<file path="config.mk">
export PLATFORM = sky130hd
export DESIGN_NAME = pipe_mux_tree
export DESIGN_NICKNAME = d
export VERILOG_FILES = /design/src/rtl/pipe_mux_tree.sv
export SDC_FILE = /design/constraint.sdc
export NUM_CORES = 1
export LEC_CHECK = 0
export CORE_AREA = 2 2 206 208
export DETAILED_ROUTE_END_ITERATION = 8
export DIE_AREA = 0 0 208 210
export GPL_ROUTABILITY_DRIVEN = 0
export MAX_ROUTING_LAYER = met4
export PLACE_DENSITY = 0.55
export SLEW_MARGIN = 20
export SYNTH_ARGS = -nofsm -noshare
export SYNTH_HDL_FRONTEND = slang
export SYNTH_SLANG_ARGS = --single-unit
</file>
<file path="constraint.sdc">
create_clock -name clk -period 2.6 [get_ports clk]
set_clock_uncertainty 0.2 [all_clocks]
set_input_delay 0.52 -clock clk [delete_from_list [all_inputs] [get_ports clk]]
set_output_delay 0.52 -clock clk [all_outputs]
set_load 0.01 [all_outputs]
</file>
<file path="src/rtl/pipe_mux_tree.sv">
// Pipelined WIDTH-bit CHANNELS:1 select tree with valid/ready handshake and flush.
// Optional range check of in_sel (reported on out_err) enabled by PIPE_MUX_RANGE_CHECK_EN.
module pipe_mux_tree #(
    parameter int unsigned CHANNELS  = 64,
    parameter int unsigned WIDTH     = 8,
    parameter int unsigned REG_EVERY = 2,
    localparam int unsigned LEVELS   = $clog2(CHANNELS),
    localparam int unsigned SW       = LEVELS
) (
    input  logic                      clk,
    input  logic                      rst_n,
    input  logic [CHANNELS*WIDTH-1:0] in_data,
    input  logic [SW-1:0]             in_sel,
    input  logic                      in_valid,
    output logic                      in_ready,
    input  logic                      flush,
    output logic [WIDTH-1:0]          out_data,
    output logic                      out_err,
    output logic                      out_valid,
    input  logic                      out_ready
);

    localparam int unsigned NLEAF = 2 ** LEVELS;
    localparam int unsigned LAT   = (LEVELS + REG_EVERY - 1) / REG_EVERY;

    logic [LAT:0] w_ready;

    assign w_ready[LAT] = out_ready;
    assign in_ready     = w_ready[0] && !flush;

    for (genvar s = 0; s < LAT; s++) begin : g_stage
        localparam int unsigned LS    = s * REG_EVERY;
        localparam int unsigned LE    = (LS + REG_EVERY < LEVELS) ? LS + REG_EVERY : LEVELS;
        localparam int unsigned NL    = LE - LS;
        localparam int unsigned IN_N  = NLEAF >> LS;
        localparam int unsigned OUT_N = NLEAF >> LE;
        localparam int unsigned SI    = LEVELS - LS;
        localparam int unsigned SO    = LEVELS - LE;

        logic [IN_N*WIDTH-1:0]  w_din;
        logic [SI-1:0]          w_sin;
        logic                   w_vin;
        logic                   w_ld;
        logic [WIDTH-1:0]       w_node [NL+1][IN_N];
        logic [OUT_N*WIDTH-1:0] w_dout;
        logic [OUT_N*WIDTH-1:0] r_data;
        logic                   r_valid;

        // Stage 0 is fed directly from the ports; leaves past CHANNELS are zero.
        if (s == 0) begin : g_src
            assign w_din = (IN_N*WIDTH)'(in_data);
            assign w_sin = in_sel;
            assign w_vin = in_valid && in_ready;
        end else begin : g_src
            assign w_din = g_stage[s-1].r_data;
            assign w_sin = g_stage[s-1].g_sel.r_sel;
            assign w_vin = g_stage[s-1].r_valid;
        end

        assign w_ld       = !flush && w_ready[s] && w_vin;
        assign w_ready[s] = !r_valid || w_ready[s+1];

        // Levels LS..LE-1 of the tree, select bit l of the remaining select at local level l.
        always_comb begin
            for (int l = 0; l <= int'(NL); l++) begin
                for (int j = 0; j < int'(IN_N); j++) begin
                    w_node[l][j] = '0;
                end
            end
            for (int j = 0; j < int'(IN_N); j++) begin
                w_node[0][j] = w_din[j*WIDTH +: WIDTH];
            end
            for (int l = 0; l < int'(NL); l++) begin
                for (int j = 0; j < int'(IN_N >> (l + 1)); j++) begin
                    w_node[l+1][j] = w_sin[l] ? w_node[l][2*j+1] : w_node[l][2*j];
                end
            end
        end

        always_comb begin
            w_dout = '0;
            for (int j = 0; j < int'(OUT_N); j++) begin
                w_dout[j*WIDTH +: WIDTH] = w_node[NL][j];
            end
        end

        always_ff @(posedge clk or negedge rst_n) begin
            if (!rst_n) begin
                r_valid <= 1'b0;
                r_data  <= '0;
            end else if (flush) begin
                r_valid <= 1'b0;
            end else if (w_ready[s]) begin
                r_valid <= w_vin;
                if (w_vin) begin
                    r_data <= w_dout;
                end
            end
        end

        // Upper select bits travel with the beat to the levels still ahead.
        if (SO > 0) begin : g_sel
            logic [SO-1:0] r_sel;
            always_ff @(posedge clk or negedge rst_n) begin
                if (!rst_n) begin
                    r_sel <= '0;
                end else if (w_ld) begin
                    r_sel <= w_sin[SI-1:NL];
                end
            end
        end

`ifdef PIPE_MUX_RANGE_CHECK_EN
        logic w_ein;
        logic r_err;
        if (s == 0) begin : g_err_src
            assign w_ein = {1'b0, in_sel} >= (SW+1)'(CHANNELS);
        end else begin : g_err_src
            assign w_ein = g_stage[s-1].r_err;
        end

        always_ff @(posedge clk or negedge rst_n) begin
            if (!rst_n) begin
                r_err <= 1'b0;
            end else if (w_ld) begin
                r_err <= w_ein;
            end
        end
`endif
    end

    assign out_data  = g_stage[LAT-1].r_data;
    assign out_valid = g_stage[LAT-1].r_valid;
`ifdef PIPE_MUX_RANGE_CHECK_EN
    assign out_err   = g_stage[LAT-1].r_err;
`else
    assign out_err   = 1'b0;
`endif

endmodule

</file>
# Yosys cells after proc, flatten, opt, wreduce, memory -nomap -nowiden

Cells that the tools add are included.
Widths: inputs -> output; s select.

Input bits: 523
Register bits: 177

Reductions and logical operators: 18
Bitwise logic cells: 1
Mux-type cells: 69

Operators with widths:

| kind              | number |
|---|---|
| $mux 8            | 63 |
| $reduce_and 3->1  | 3 |
| $mux 1            | 6 |
| $reduce_bool 2->1 | 3 |
| $logic_and 1x1->1 | 5 |
| $logic_not 1->1   | 4 |
| $logic_or 1x1->1  | 3 |
| $not 1->1         | 1 |

# Depth between registers and ports, before layout

Gate-level depths: netlist of the first run.

Depth after elaboration: 8
Mapped depth: 7

# Worst setup path after synthesis of the first run

No wires, ideal clock.

Path type: input port to flip-flop
Start point: input in_sel[0]
End point: register g_stage[0].r_data[19]
Setup time: 125 ps
Data arrival time: 1888 ps
Stages on the path: 4
Path buffers: 2
Data required time: 2275 ps
Setup slack: 387 ps
Cell sequence: buf_2 > buf_2 > mux4_2 > mux2_4

Longest elaborated chain between the ends: 2
Elaborated cells on any way between the ends: 3

Ends and longest elaborated chain:

| what                 | RTL line | RTL |
|---|---|---|
| start, declared      | 13       | `input logic [SW-1:0] in_sel,` |
| $mux 8               | 75       | `w_node[l+1][j] = w_sin[l] ? w_node[l][2*j+1] : w_node[l][2*j];` |
| $mux 8 (*)           | 75       |  |
| end signal, assigned | 96       | `r_data <= w_dout;` |
| end, declared        | 46       | `logic [OUT_N*WIDTH-1:0] r_data;` |

Every way passes the cells marked *; elsewhere a longest branch is shown, timed or not.
A chain may end at the register's enable or synchronous reset.

# Final worst setup path of the first run

Start point: input out_ready
End point: output in_ready

Longest elaborated chain between the ends: 4

Ends and longest elaborated chain:

| what                          | RTL line | RTL |
|---|---|---|
| start, declared               | 20       | `input logic out_ready` |
| $logic_or 1x1->1 (3 in a row) | 61       | `assign w_ready[s] = !r_valid \|\| w_ready[s+1];` |
| $logic_and 1x1->1             | 29       | `assign in_ready = w_ready[0] && !flush;` |
| end, declared                 | 15       | `output logic in_ready,` |

Every way passes these cells.

==> impl_metrics.py, run 1 <==
metrics = {
    "outcome": {
        "status": "finished, final reports clean",
    },
    "worst_setup_path": {
        "critPathMaxStageDelay_ps": 560,
        "path_cells": "clkdlybuf4s50_1 -> nor2b_4 -> a31oi_1 -> clkdlybuf4s50_1",
        "worstSetupPathType": "in -> out",
        "reg2reg_depth": 3,
        "cp.depth": 4,
        "slowest_stage": "clkdlybuf4s50_1",
        "worst_ep_arrival_time_ps": 1810,
        "r2r_start": "g_stage[0].g_sel.r_sel[1]$_DFFE_PN0P_",
        "crit_start": "out_ready",
        "endpoint": "in_ready",
        "r2r_slack_ps": 640,
        "end_kind": "output pin",
        "cp_common_cell": "clkdlybuf4s50_1",
        "worstPathRequired_ps": 1880,
        "cp_top_family": "buffers and inverters",
        "critPathBufInv": 2,
        "r2r-end": "g_stage[1].r_data[19]$_DFFE_PN0P_",
        "critPathMaxFanout": 3,
        "startpoint_type": "input pin",
    },
    "timing": {
        "worst_pin_slew_ps": 560,
        "rsz0062_at_grt": "no",
        "setup_viol": 0,
        "relSlewSlack_pct": 62.6,
        "fmax_mhz": 395,
        "setup-tns-final_ps": 0,
        "slew_violations": 0,
        "fin_crit_sh_pct": 97.3,
        "min_period_ps": 2530,
        "finalHoldViolations": 0,
        "worst_hold_slack_ps": 302,
    },
    "cts": {
        "max-clock-path-buffers": 2,
        "clk_latency_ps": 420,
        "cts_tree": "done",
        "clock-sinks": 177,
        "clkTransAtPathRegs_ps": 70,
        "cts_setup_buffers": 0,
        "htreeDepth": 4,
        "cts_buffers": 17,
        "ctsRootBufferMaster": "clkbuf_16",
        "post_cts_resized": 0,
    },
    "finish": {
        "fill_cells": 3850,
        "final_cell_area_um2": 17700,
        "final_cell_mix": "529 x clkdlybuf4s50_1, 175 x dfrtp_1, 168 x mux4_2, 94 x mux2_2, 80 x mux2_4",
        "final_common_cell": "clkdlybuf4s50_1",
        "stdcell_count": 1681,
        "drive_gt1_share_pct": 37.3,
        "layout.nets": 1652,
        "area_growth_pct": 62.1,
        "n_antenna_cell": 0,
        "final_util_pct": 42.6,
    },
    "synth": {
        "ys_seq_area_share_pct": 40.6,
        "synth.distinct_cells": 19,
        "syn_area_um2": 10900,
        "yosysWarnings": 0,
        "syn_inst": 593,
        "synth-seq-cells": 177,
        "synth_nets": 1116,
        "syn_avg_cell_area_um2": 18.4,
    },
    "detailed_routing": {
        "first_iter_violations": 260,
        "totalWireLength_um": 36100,
        "viasPerCell": 4.68,
        "drc_errors": 0,
        "drt-pass1-iter-count": 4,
        "wire_per_inst_um": 21.5,
        "vias": 7875,
        "antenna_left": 0,
    },
    "floorplan": {
        "die_x_um": 208,
        "initial_core_util_pct": 26.3,
        "core_um2": 41500,
        "die_h_um": 210,
        "dieArea_um2": 43700,
        "num_rows": 75,
        "io_pins": 534,
    },
    "worst_hold_path": {
        "hold_class": "reg -> reg",
    },
    "power_and_ir_drop": {
        "powerDensity_nw_per_um2": 552,
        "p_leak_nw": 6.96,
        "ir_drop_mv": 0.386,
    },
    "global_route": {
        "antenna_found_initial": 0,
        "grt_overflow_total": 0,
        "grt_use_total_pct": 17.1,
        "grt_pass1_vias": 8929,
        "grt_pass1_wl_um": 55000,
        "grt_max_degree": 60,
    },
    "placement": {
        "dpl_cell_area_um2": 17100,
        "port_buffers": 532,
        "place_inst": 1648,
        "hpwl_um": 29500,
    },
    "flow_run": {
        "max_cap_violations": 0,
    },
}
## metrics by stage
| stage | setup slack [ps] | power [mW] |
|---|---|---|
| after floorplan | 387 | 5.58 |
| after global placement | 37.0 | 7.20 |
| after detailed placement | 60.8 | 7.25 |
| after CTS | 62.2 | 9.97 |
| after global routing | 16.1 | 10.3 |
| final | 70.6 | 9.76 |
## registers in the layout (all words and copies together) (netlist names)
name,flops
g_stage.g_sel.r_sel,6
g_stage.r_data,160
g_stage.r_valid,2
out_valid,1
out_data,8
## routing by layer
layer	vias up	part of all wire [%]	track usage, %
met5	-	0	-
met4	0	0.45	2.23
met3	12	4.8	3.11
met2	305	51	28.8
met1	4040	43	22.1
li1	3518	-	-
## logic make-up after synthesis
logic type             synth area share (%)
AO/OA/AOI/OAI                         0.333
AND/OR/NAND/NOR                       0.379
multiplexers                           55.4
buffers and inverters                  3.19
flip-flops                             40.6
other                                0.0344
## Yosys cell counts
| cell | n | area, um^2 |
|---|---|---|
| buf_2 | 23 | 115 |
| mux4_2 | 168 | 3780 |
| a31oi_1 | 2 | 12.5 |
| buf_8 | 1 | 15.0 |
| nor2b_4 | 1 | 13.8 |
| mux2_2 | 94 | 1060 |
| nor3b_2 | 1 | 12.5 |
| buf_1 | 3 | 11.3 |
| buf_4 | 2 | 15.0 |
| a211o_1 | 1 | 8.76 |
| a311o_1 | 1 | 10.0 |
| inv_1 | 2 | 7.51 |
| nor2_1 | 4 | 15.0 |
| conb_1 | 1 | 3.75 |
| mux2_4 | 80 | 1200 |
| dfrtp_1 | 177 | 4430 |
| buf_6 | 9 | 101 |
| a21oi_1 | 1 | 5.00 |
| clkbuf_1 | 22 | 82.6 |
## power by group
part	total (mW)	internal, mW	switching (mW)
Clock	2.64	1.46	1.19
Sequential	3.93	3.46	0.475
Combinational	3.19	2.25	0.939
Total	9.76	7.17	2.60
## worst min-delay path by stage
stage	startpoint	end	slack (ps)	depth (start not counted)
after detailed placement	g_stage[0].r_data[55]$_DFFE_PN0P_	g_stage[0].r_data[55]$_DFFE_PN0P_	290	1
after global placement	g_stage[0].r_data[51]$_DFFE_PN0P_	g_stage[0].r_data[51]$_DFFE_PN0P_	280	1
after global routing	g_stage[0].r_data[48]$_DFFE_PN0P_	g_stage[0].r_data[48]$_DFFE_PN0P_	320	1
final	g_stage[0].r_data[55]$_DFFE_PN0P_	g_stage[0].r_data[55]$_DFFE_PN0P_	300	1
after floorplan	rst_n	g_stage[0].g_sel.r_sel[0]$_DFFE_PN0P_	20	0
after CTS	g_stage[0].r_data[55]$_DFFE_PN0P_	g_stage[0].r_data[55]$_DFFE_PN0P_	300	1
## timing repair
item	4_1_cts	5_1_grt
setup endpoints to repair	0	0
endpoints found under the hold margin	55	0
hold buffers	1	0
## area by class of cell
cell class	instances	area, um^2	area share, %
Clock inverter	14	170	0.963
Inverter	2	7.51	0.0425
Tap cell	539	674	3.82
Clock buffer	18	429	2.43
Multi-Input combinational cell	354	6130	34.7
Sequential cell	177	4430	25.1
Timing Repair Buffer	577	5840	33.0
No activity file was read; power rests on OpenSTA's default activity.
==> run 2: changes to the inputs <==
--- a/config.mk
+++ b/config.mk
@@ -6,9 +6,11 @@
 export NUM_CORES = 1
 export LEC_CHECK = 0
 export CORE_AREA = 2 2 206 208
+export CTS_BUF_LIST = sky130_fd_sc_hd__clkbuf_8
 export DETAILED_ROUTE_END_ITERATION = 8
 export DIE_AREA = 0 0 208 210
 export GPL_ROUTABILITY_DRIVEN = 0
+export GPL_TIMING_DRIVEN = 0
 export MAX_ROUTING_LAYER = met4
 export PLACE_DENSITY = 0.55
 export SLEW_MARGIN = 20
==> run 2 against run 1 <==
Net effect:
- final area down 1.9%
- register-to-register slack lost 490 ps
- total power down 6.5%
- sequential share of layout area grew 0.47 points
- count of clock-buffer cells in the layout unchanged
- flip-flop and latch count unchanged
- first-iteration DRC count is 70% higher
- clock power shrank 25%
==> impl_metrics.py, run 2 (synthesis results as in run 1) <==
metrics = {
    "timing": {
        "finalHoldViolations": 0,
        "slew_violations": 0,
        "fin_crit_sh_pct": 95.5,
        "worst_hold_slack_ps": 186,
        "setup-tns-final_ps": 0,
        "rsz0062_at_grt": "yes",
        "min_period_ps": 2480,
        "relSlewSlack_pct": 29.6,
        "fmax_mhz": 403,
        "setup_viol": 0,
        "worst_pin_slew_ps": 1060,
    },
    "detailed_routing": {
        "drt-pass1-iter-count": 7,
        "totalWireLength_um": 38800,
        "wire_per_inst_um": 22.9,
        "antenna_left": 0,
        "vias": 7991,
        "viasPerCell": 4.71,
        "drc_errors": 0,
        "first_iter_violations": 441,
    },
    "floorplan": {
        "io_pins": 534,
        "die_h_um": 210,
        "core_um2": 41500,
        "initial_core_util_pct": 26.3,
        "num_rows": 75,
        "dieArea_um2": 43700,
        "die_x_um": 208,
    },
    "finish": {
        "largest_register_ffs": 160,
        "top_register": "g_stage.r_data",
        "stdcell_count": 1697,
        "layout.nets": 1667,
        "final_cell_mix": "527 x clkdlybuf4s50_1, 177 x dfrtp_1, 168 x mux4_2, 94 x mux2_2, 80 x mux2_4",
        "drive_gt1_share_pct": 35.8,
        "final_common_cell": "clkdlybuf4s50_1",
        "area_growth_pct": 59.1,
        "final_cell_area_um2": 17300,
    },
    "placement": {
        "dpl_cell_area_um2": 16900,
        "hpwl_um": 32100,
        "port_buffers": 529,
        "place_inst": 1663,
    },
    "worst_setup_path": {
        "critPathMaxStageDelay_ps": 760,
        "r2r_start": "g_stage[0].g_sel.r_sel[0]$_DFFE_PN0P_",
        "end_kind": "register",
        "startpoint_type": "input pin",
        "path_cells": "clkbuf_1 -> clkbuf_1 -> mux4_2 -> mux2_4",
        "crit_start": "in_sel[1]",
        "cp.depth": 4,
        "worst_ep_arrival_time_ps": 2620,
        "cp_common_cell": "clkbuf_1",
        "worstSetupPathType": "in -> reg",
        "cp_top_family": "buffers and inverters",
        "worstPathRequired_ps": 2740,
        "reg2reg_depth": 4,
        "critPathMaxFanout": 10,
        "critPathBufInv": 2,
        "slowest_stage": "clkbuf_1",
    },
    "power_and_ir_drop": {
        "seq_power_share_pct": 42.7,
        "power.total_mw": 9.13,
        "p_leak_nw": 6.80,
        "comb_power_share_pct": 35.5,
        "powerDensity_nw_per_um2": 526,
        "swShare_pct": 28.0,
        "p_switching_mw": 2.56,
        "p_int_mw": 6.57,
        "clockPowerShare_pct": 21.8,
        "ir_drop_mv": 0.274,
    },
    "cts": {
        "max-clock-path-buffers": 2,
        "cts_buffers": 17,
        "clock-sinks": 177,
        "cts_tree": "done",
        "clkTransAtPathRegs_ps": 90,
        "cts_setup_buffers": 0,
        "clk_latency_ps": 470,
        "htreeDepth": 4,
        "ctsRootBufferMaster": "clkbuf_8",
    },
    "worst_hold_path": {
        "hold_class": "in -> reg",
        "min_path_cells": 2,
        "min_from": "flush",
    },
    "global_route": {
        "grt_pass1_vias": 9062,
        "grt_overflow_total": 0,
        "grt_use_total_pct": 18.3,
        "grt_pass1_wl_um": 57500,
        "antenna_found_initial": 0,
        "grt_max_degree": 73,
    },
    "outcome": {
        "status": "finished, final reports clean",
    },
    "flow_run": {
        "max_cap_violations": 0,
    },
}
run 2: routing by layer:
| layer | routed length, um | part of all wire, % | vias to the layer above | track usage (%) |
|---|---|---|---|---|
| met5 | 0 | 0 | - | - |
| met4 | 439 | 1.1 | 0 | 3.45 |
| met3 | 1800 | 4.6 | 19 | 3.04 |
| met2 | 19700 | 51 | 306 | 30.5 |
| met1 | 16800 | 43 | 4118 | 23.8 |
| li1 | - | - | 3548 | - |
run 2: power groups by stage:
| stage | Combinational [mW] | Clock [mW] | Sequential (mW) |
|---|---|---|---|
| 2_1_floorplan | 1.82 | 0 | 3.76 |
| 3_3_place_gp | 3.26 | 0 | 3.95 |
| 3_5_place_dp | 3.30 | 0 | 3.96 |
| 4_1_cts | 3.32 | 2.08 | 3.91 |
| 5_1_grt | 3.48 | 2.20 | 3.98 |
| 6_report | 3.24 | 1.99 | 3.90 |
run 2: per-stage QoR:
step,setup slack (ps),util [%]
2_1_floorplan,387,-
5_1_grt,-20.2,41.8
4_1_cts,48.3,41.8
3_5_place_dp,-472,40.8
6_report,118,41.8
3_3_place_gp,-6930,40.7
run 2: cell type report:
| type | instances | area, um^2 |
|---|---|---|
| Clock inverter | 14 | 153 |
| Buffer | 60 | 342 |
| Fill cell | 3866 | 24100 |
| Timing Repair Buffer | 532 | 5360 |
| Sequential cell | 177 | 4430 |
| Tap cell | 539 | 674 |
| Inverter | 2 | 7.51 |
| Antenna cell | 1 | 2.50 |
| Multi-Input combinational cell | 354 | 6120 |
| Clock buffer | 18 | 248 |
run 2: repair_timing:
item	in CTS	in global routing
endpoints found under the setup margin	1	3
hold buffers	1	0
hold endpoints to repair	42	0
gates resized for setup	1	0
run 2: worst paths after layout:
check / slack, ps / end
max in group asynchronous: 1150 / g_stage[0].r_data[73]$_DFFE_PN0P_
setup reg to reg: 150 / g_stage[1].r_data[29]$_DFFE_PN0P_
hold / removal: 190 / out_valid$_DFFE_PN0P_
hold reg to reg: 310 / g_stage[1].r_data[24]$_DFFE_PN0P_
min in group asynchronous: 350 / g_stage[0].r_data[14]$_DFFE_PN0P_
setup / recovery: 120 / g_stage[0].r_data[121]$_DFFE_PN0P_
run 2: worst register-to-register path: cells and delay by family (launching register included):
kind                   cells  cell delay (ps)
multiplexers               2              930
flip-flops                 1              340
buffers and inverters      2              870
